<file path="src/rtl/wb_port_arbiter.sv">
// Round-robin arbiter for the integer register-file write port, with a one-entry output stage.
// Optional forwarding of the in-flight write is enabled by defining WB_ARB_FORWARD_EN.
module wb_port_arbiter #(
   parameter int NUM_REQ  = 3,
   parameter int ADDR_W   = 5,
   parameter int DATA_LEN = 64,
   localparam int ID_W    = (NUM_REQ > 1) ? $clog2(NUM_REQ) : 1
) (
   input  logic                         clk,
   input  logic                         rst_n,
   input  logic [NUM_REQ-1:0]           req_valid,
   output logic [NUM_REQ-1:0]           req_ready,
   input  logic [NUM_REQ*ADDR_W-1:0]    req_addr,
   input  logic [NUM_REQ*DATA_LEN-1:0]  req_data,
   input  logic                         wb_hold,
   output logic                         rf_wen,
   output logic [ADDR_W-1:0]            rf_waddr,
   output logic [DATA_LEN-1:0]          rf_wdata,
   output logic [ID_W-1:0]              grant_id,
   input  logic [ADDR_W-1:0]            fwd_raddr,
   output logic                         fwd_hit,
   output logic [DATA_LEN-1:0]          fwd_data
);

   logic [ID_W-1:0]     rr_ptr;
   logic [ADDR_W-1:0]   addr_arr [NUM_REQ];
   logic [DATA_LEN-1:0] data_arr [NUM_REQ];

   logic                gnt_vld_p0;
   logic [ID_W-1:0]     gnt_id_p0;
   logic [ADDR_W-1:0]   gnt_addr_p0;
   logic [DATA_LEN-1:0] gnt_data_p0;
   logic [NUM_REQ-1:0]  ready_p0;

   logic                vld_p1;
   logic [ADDR_W-1:0]   waddr_p1;
   logic [DATA_LEN-1:0] wdata_p1;
   logic [ID_W-1:0]     gid_p1;

   always_comb begin
      for (int i = 0; i < NUM_REQ; i++) begin
         addr_arr[i] = req_addr[i*ADDR_W +: ADDR_W];
         data_arr[i] = req_data[i*DATA_LEN +: DATA_LEN];
      end
   end

   // Stage p0: combinational grant, scanning from rr_ptr with wrap at NUM_REQ
   always_comb begin
      int          idx;
      logic [ID_W-1:0] idx_t;
      gnt_vld_p0  = 1'b0;
      gnt_id_p0   = '0;
      gnt_addr_p0 = '0;
      gnt_data_p0 = '0;
      ready_p0    = '0;
      idx         = 0;
      idx_t       = '0;
      if (rst_n && !wb_hold) begin
         for (int k = 0; k < NUM_REQ; k++) begin
            idx = int'(rr_ptr) + k;
            if (idx >= NUM_REQ) idx = idx - NUM_REQ;
            idx_t = ID_W'(idx);
            if (!gnt_vld_p0 && req_valid[idx_t]) begin
               gnt_vld_p0  = 1'b1;
               gnt_id_p0   = idx_t;
               gnt_addr_p0 = addr_arr[idx_t];
               gnt_data_p0 = data_arr[idx_t];
            end
         end
      end
      if (gnt_vld_p0) ready_p0 = NUM_REQ'(1) << gnt_id_p0;
   end

   assign req_ready = ready_p0;

   always_ff @(posedge clk or negedge rst_n) begin
      if (!rst_n) begin
         rr_ptr <= '0;
      end else if (gnt_vld_p0) begin
         rr_ptr <= (gnt_id_p0 == ID_W'(NUM_REQ - 1)) ? '0 : gnt_id_p0 + 1'b1;
      end
   end

   // Stage p1: registered write port; x0 writes are accepted but never enabled
   always_ff @(posedge clk or negedge rst_n) begin
      if (!rst_n) begin
         vld_p1   <= 1'b0;
         waddr_p1 <= '0;
         wdata_p1 <= '0;
         gid_p1   <= '0;
      end else begin
         vld_p1 <= gnt_vld_p0 && (gnt_addr_p0 != '0);
         if (gnt_vld_p0) begin
            waddr_p1 <= gnt_addr_p0;
            wdata_p1 <= gnt_data_p0;
            gid_p1   <= gnt_id_p0;
         end
      end
   end

   assign rf_wen   = vld_p1;
   assign rf_waddr = waddr_p1;
   assign rf_wdata = wdata_p1;
   assign grant_id = gid_p1;

`ifdef WB_ARB_FORWARD_EN
   assign fwd_hit  = vld_p1 && (waddr_p1 == fwd_raddr);
   assign fwd_data = wdata_p1;
`else
   logic fwd_unused;
   assign fwd_unused = ^fwd_raddr;
   assign fwd_hit    = 1'b0;
   assign fwd_data   = '0;
`endif

endmodule

</file>
<file path="config.mk">
export PLATFORM = sky130hd
export DESIGN_NAME = wb_port_arbiter
export DESIGN_NICKNAME = d
export VERILOG_FILES = /design/src/rtl/wb_port_arbiter.sv
export SDC_FILE = /design/constraint.sdc
export NUM_CORES = 1
export LEC_CHECK = 0
export CELL_PAD_IN_SITES_DETAIL_PLACEMENT = 0
export CELL_PAD_IN_SITES_GLOBAL_PLACEMENT = 1
export CORE_MARGIN = 2
export CORE_UTILIZATION = 28
export DETAILED_ROUTE_END_ITERATION = 7
export GPL_TIMING_DRIVEN = 1
export HOLD_SLACK_MARGIN = 0.1
export PLACE_DENSITY = 0.85
export REMOVE_ABC_BUFFERS = 1
export SLEW_MARGIN = 5
export SYNTH_ARGS = -nofsm -noshare
export SYNTH_HDL_FRONTEND = slang
export SYNTH_SLANG_ARGS = --single-unit
</file>
<file path="constraint.sdc">
create_clock -name clk -period 2.55 [get_ports clk]
set_input_delay 0.51 -clock clk [delete_from_list [all_inputs] [get_ports clk]]
set_output_delay 0.51 -clock clk [all_outputs]
set_load 0.01 [all_outputs]
</file>
==> impl_metrics.env, run 1 <==
export IMPL_fmax_mhz=338
export IMPL_postSynthCellCount=1138
export IMPL_dpl_cell_count=1759
export IMPL_cts_root_buf="clkbuf_16"
export IMPL_setup_viol=4
export IMPL_relSlewSlack_pct=56.4
export IMPL_synthesis_area_mm2=0.00874
export IMPL_clock_sinks=74
export IMPL_portBuffers=287
export IMPL_wl_per_cell_um=20.3
export IMPL_num_io_pins=358
export IMPL_clock_latency_ps=340
export IMPL_vias=9856
export IMPL_cp_data_required_time_ps=2040
export IMPL_fin_skew_ps=12.8
export IMPL_grt_max_degree=140
export IMPL_hold_path_class="in2async"
export IMPL_dp_hpwl_um=22500
export IMPL_fin_ws_ps=-412
export IMPL_arrival_ps=2450
export IMPL_synthArstFlopShare_pct=100
export IMPL_die_width_um=181
export IMPL_cts_tree="done"
export IMPL_cp_start_kind="register"
export IMPL_antenna_cells=0
export IMPL_drive_above_1_share_pct=8.18
export IMPL_power_density_mw_per_mm2=1170
export IMPL_track_usage_pct=20.1
export IMPL_rrSetupSlack_ps=-90
export IMPL_ant_nets=0
export IMPL_clk_pin_slew_ps=70
export IMPL_fp_dieH_um=181
export IMPL_coreArea_mm2=0.0307
export IMPL_utilization_pct=41.0
export IMPL_die_area_mm2=0.0327
export IMPL_ys_flop_type="dfrtp_1"
export IMPL_drt_iter0_markers=691
export IMPL_r2r_end="rf_wen$_DFF_PN0_"
export IMPL_hold_viol=0
export IMPL_pre_cts_slack_ps=-650
export IMPL_antenna_found_initial=0
export IMPL_crit_path_end_kind="output pin"
export IMPL_finalCritPeriodShare_pct=116
export IMPL_routed_wl_um=36300
export IMPL_power_total_mw=14.7
export IMPL_synth_seq_cells=74
export IMPL_rows=64
export IMPL_grt_pass1_wl_um=53500
export IMPL_cap_violations=0
export IMPL_start_util_pct=28.5
export IMPL_min_period_ps=2960
export IMPL_syn_avg_cell_area_um2=7.68
export IMPL_reg2reg_from="rr_ptr[0]$_DFFE_PN0P_"
export IMPL_yosysWarnings=0
export IMPL_path_max_fanout=5
export IMPL_reg2reg_depth=10
export IMPL_seq_area_frac_synth_pct=21.2
export IMPL_hold_buffers=0
export IMPL_htreeDepth=3
export IMPL_status="complete, but fails checks"
export IMPL_gp_congestion=0.873
export IMPL_crit_type="reg2out"
export IMPL_p_leak_nw=5.07
export IMPL_stdcell_count=1790
export IMPL_first_global_vias=9814
export IMPL_drc=0
export IMPL_via_per_inst=5.51
export IMPL_fillers=3039
export IMPL_cts_buffers=9
export IMPL_slew_violations=0
export IMPL_grt_overflow_total=0
export IMPL_final_nets=1611
export IMPL_first_pass_iters=5
export IMPL_synthToLayoutAreaGrowth_pct=44.0
export IMPL_rsz0062_at_grt="yes"
export IMPL_worst_pin_slew_ps=654
export IMPL_ir_worst_vdd_uv=1510
export IMPL_cts_buffer_depth=2
export IMPL_violations="negative setup slack"
export IMPL_synth_edf_count=0
export IMPL_yosysUniqueCellTypes=38
-- logic make-up after synthesis --
| family | synth area share [%] |
|---|---|
| AND/OR/NAND/NOR | 13.3 |
| buffers and inverters | 12.2 |
| other | 0.0429 |
| multiplexers | 24.7 |
| adder cells (fa/ha/maj) | 0.573 |
| flip-flops | 21.2 |
| AO/OA/AOI/OAI | 28.0 |
-- worst max path at each step --
stage                   end                   from
2_1_floorplan  req_ready[1]  rr_ptr[1]$_DFFE_PN0P_
3_3_place_gp   req_ready[1]           req_valid[1]
6_report       req_ready[1]  rr_ptr[0]$_DFFE_PN0P_
3_5_place_dp   req_ready[1]           req_valid[0]
4_1_cts        req_ready[1]  rr_ptr[1]$_DFFE_PN0P_
5_1_grt        req_ready[1]  rr_ptr[0]$_DFFE_PN0P_
-- where the power goes --
part           switching, mW  internal (mW)
Combinational           6.27           4.91
Sequential             0.357           1.72
Clock                  0.566          0.863
Total                   7.19           7.50
-- cells in the mapped netlist, types with 4 or more instances --
cell / number / area share (%)
buf_2: 32 / 1.8
a211oi_1: 70 / 6.0
ha_1: 4 / 0.57
clkbuf_1: 62 / 2.7
a21oi_1: 9 / 0.52
dfrtp_1: 74 / 21
mux2i_1: 209 / 24
buf_1: 6 / 0.26
a221oi_1: 63 / 6.3
o21ai_0: 133 / 7.6
nor2b_1: 6 / 0.43
buf_4: 75 / 6.4
o31ai_1: 65 / 5.6
nand2_1: 206 / 8.8
buf_6: 7 / 0.90
nor2_1: 80 / 3.4
-- cells in the final DEF, fill, tap and decap left out, types with 8 or more instances in the layout --
master | synthesis | routed
dfrtp_1 | 74 | 74
buf_6 | 7 | 8
o31ai_1 | 65 | 65
buf_4 | 75 | 41
clkdlybuf4s50_1 | 0 | 283
buf_12 | 0 | 12
a221oi_1 | 63 | 63
mux2i_1 | 209 | 208
o21ai_0 | 133 | 131
nand2_1 | 206 | 206
clkbuf_16 | 0 | 13
a211oi_1 | 70 | 70
a21oi_1 | 9 | 8
conb_1 | 1 | 65
nor2_1 | 80 | 78
-- what timing repair did --
action | 4_1_cts | 5_1_grt
gates cloned | 0 | 5
endpoints found under the setup margin | 73 | 76
buffers inserted | 7 | 4
pin swaps | 9 | 4
resized for setup | 40 | 19
-- routing by layer --
metal | wire (um) | share of wire (%) | global-route usage (%)
met1 | 15300 | 42 | 25.3
met2 | 17400 | 48 | 34.1
met3 | 2890 | 8.0 | 4.43
met4 | 701 | 1.9 | 6.06
met5 | 0 | 0 | 0
-- flip-flops by register name, indices dropped and copies added, names as in the netlist --
| signal | cells |
|---|---|
| grant_id | 2 |
| rf_wen | 1 |
| rf_wdata | 64 |
| rf_waddr | 5 |
| rr_ptr | 2 |
-- stage by stage --
stage                     hold slack [ps]  area, um2  TNS [ps]
after floorplan                       214       7930   -764190
after global placement                463      11900    -19800
after detailed placement              469      11900    -22150
after CTS                             342      12400     -5850
after global routing                  348      12600     -3430
final                                 320      12600     -1100
-- area by class of cell --
class | count | area, um2 | share of cell area, %
well taps | 396 | 495 | 3.94
clock buffers | 12 | 236 | 1.88
inverters | 3 | 11.3 | 0.0895
flip-flops and latches | 74 | 1850 | 14.7
multi-input cells | 943 | 6190 | 49.2
clock inverters | 4 | 76.3 | 0.606
repair buffers | 358 | 3730 | 29.6
-- worst max-delay path, cell delays in order, from the launching register on --
cell and delay (ps):
dfrtp_1 410, buf_6 130, ha_4 170, mux2_4 320
mux2i_4 240, mux2i_2 300, o21ai_2 100, a21oi_2 160
and2_1 140, buf_2 120
(Power assumes the default switching activity.)
==> run 2, diff against run 1 <==
Settings changed: HOLD_SLACK_MARGIN 0.1 to 0.08.
==> results of run 2 <==
No change in the layout: final DEF, timing and power equal those of run 1.
==> run 3, diff against run 2 <==
Settings changed: CORE_UTILIZATION 28 to 34, PLACE_DENSITY 0.85 to 0.95.
Clock period 2.55 ns to 3.43 ns, I/O delays scaled along.
==> run 3 against run 2 <==
  * The run now ends clean
  * Worst hold slack improved by 140 ps
  * Clock skew decreased by 1.9 ps
  * Sequential power down 26%
  * Global-route usage increased by 3.5 points
  * Critical endpoint unchanged
==> impl_metrics.env, run 3 (same netlist as run 1, synthesis figures left out) <==
export IMPL_start_util_pct=34.7
export IMPL_grt_max_degree=88
export IMPL_die_width_um=164
export IMPL_crit_path_end_kind="output pin"
export IMPL_arrival_ps=2670
export IMPL_hold_viol=0
export IMPL_ant_nets=0
export IMPL_cts_buffers=9
export IMPL_crit_chain="clkdlybuf4s50_1, mux2_4, mux2i_4, nand3_1, a31oi_1, and2_4, and2_1, dlygate4sd2_1"
export IMPL_met1_usage_pct=30.7
export IMPL_cp_data_required_time_ps=2740
export IMPL_met3_usage_pct=5.00
export IMPL_fmax_mhz=298
export IMPL_cts_tree="done"
export IMPL_clock_sinks=74
export IMPL_rows=58
export IMPL_first_global_vias=9443
export IMPL_via_per_inst=5.66
export IMPL_track_usage_pct=23.5
export IMPL_setup_viol=0
export IMPL_die_area_mm2=0.0270
export IMPL_gp_congestion=0.843
export IMPL_cp_slowest_cell="clkdlybuf4s50_1"
export IMPL_cap_violations=0
export IMPL_min_period_ps=3360
export IMPL_status="complete, no violations"
export IMPL_slew_violations=0
export IMPL_grt_overflow_total=0
export IMPL_fp_dieH_um=164
export IMPL_final_nets=1586
export IMPL_reg2reg_from="rr_ptr[0]$_DFFE_PN0P_"
export IMPL_first_pass_iters=5
export IMPL_layout_commonest_cell="clkdlybuf4s50_1"
export IMPL_use_met2_pct=39.0
export IMPL_final_cell_mix="clkdlybuf4s50_1 (281), mux2i_1 (208), nand2_1 (206)"
export IMPL_setup_tns_final_ps=0
export IMPL_slowest_delay_ps=460
export IMPL_cts_root_buf="clkbuf_16"
export IMPL_clk_pin_slew_ps=70
export IMPL_grt_pass1_wl_um=50500
export IMPL_dp_hpwl_um=21500
export IMPL_fin_skew_ps=11.0
export IMPL_hold_path_class="in2async"
export IMPL_finalCritPeriodShare_pct=97.9
export IMPL_rrSetupSlack_ps=260
export IMPL_clock_latency_ps=350
export IMPL_htreeDepth=3
export IMPL_fin_ws_ps=71.4
export IMPL_cts_buffer_depth=2
export IMPL_power_density_mw_per_mm2=860
export IMPL_portBuffers=287
export IMPL_routed_wl_um=32800
export IMPL_busiest_layer="met2"
export IMPL_pre_cts_slack_ps=-178
export IMPL_path_max_fanout=4
export IMPL_crit_type="in2out"
export IMPL_antenna_found_initial=0
export IMPL_wl_per_cell_um=19.3
export IMPL_coreArea_mm2=0.0252
export IMPL_largest_reg_flops=64
export IMPL_cp_start_kind="input port"
export IMPL_synthToLayoutAreaGrowth_pct=37.8
export IMPL_r2r_end="rf_wdata[11]$_DFFE_PN0P_"
export IMPL_drc=0
export IMPL_antenna_cells=0
export IMPL_p_leak_nw=4.87
export IMPL_fillers=2399
export IMPL_drt_iter0_markers=919
export IMPL_vias=9608
export IMPL_num_io_pins=358
export IMPL_relSlewSlack_pct=34.7
export IMPL_crit_start="req_valid[2]"
export IMPL_whs_ps=459
export IMPL_ir_worst_vdd_uv=1290
export IMPL_reg2reg_depth=9
export IMPL_worst_pin_slew_ps=979
export IMPL_drive_above_1_share_pct=6.06
run 3: layout make-up:
cell class	count	area (um2)	share of cell area (%)
multi-input cells	943	6140	51.0
repair buffers	333	3290	27.3
flip-flops and latches	74	1850	15.4
well taps	330	413	3.43
clock buffers	10	239	1.98
clock inverters	6	90.1	0.748
inverters	3	11.3	0.0935
run 3: worst max path at each step:
stage	end	slack, ps	cells after the start
floorplan	req_ready[1]	-9870	7
global route	req_ready[1]	-30	9
global placement	req_ready[1]	-150	8
detailed placement	req_ready[1]	-180	9
CTS	req_ready[1]	2	9
finish	req_ready[1]	70	8
run 3: metrics by stage:
step / utilization, % / area, um2 / total power [mW] / std cells
after global routing: 47.8 / 12000 / 11.1 / 1699
after floorplan: - / 7930 / 5.62 / 1020
final: 47.8 / 12000 / 10.4 / 1699
after global placement: 46.3 / 11700 / 9.00 / 1679
after detailed placement: 46.3 / 11700 / 9.16 / 1679
after CTS: 47.7 / 12000 / 10.3 / 1698
run 3: power breakdown:
group / leakage, nW / total (mW) / switching, mW / internal [mW]
logic: 3.79 / 7.74 / 4.44 / 3.30
registers: 0.921 / 1.53 / 0.248 / 1.28
clock network: 0.159 / 1.08 / 0.422 / 0.659
total: 4.87 / 10.4 / 5.11 / 5.24
run 3: routing by layer:
metal | wire length [um] | vias to the layer above
met2 | 15600 | 473
met3 | 2930 | 44
li1 | - | 4528
met1 | 13600 | 4563
met4 | 631 | 0
met5 | 0 | -
run 3: timing repair:
action                                  4_1_cts  5_1_grt
hold buffers                                  0        0
endpoints found under the hold margin         0        0
setup buffers                                 3        1
gates resized for setup                       6        8
endpoints found under the setup margin        3       19
run 3: worst max-delay path, delay by kind of cell:
| kind | cells | cell delay, ps |
|---|---|---|
| compound gates | 1 | 270 |
| buf+inv | 2 | 730 |
| simple gates | 3 | 460 |
| mux | 2 | 510 |
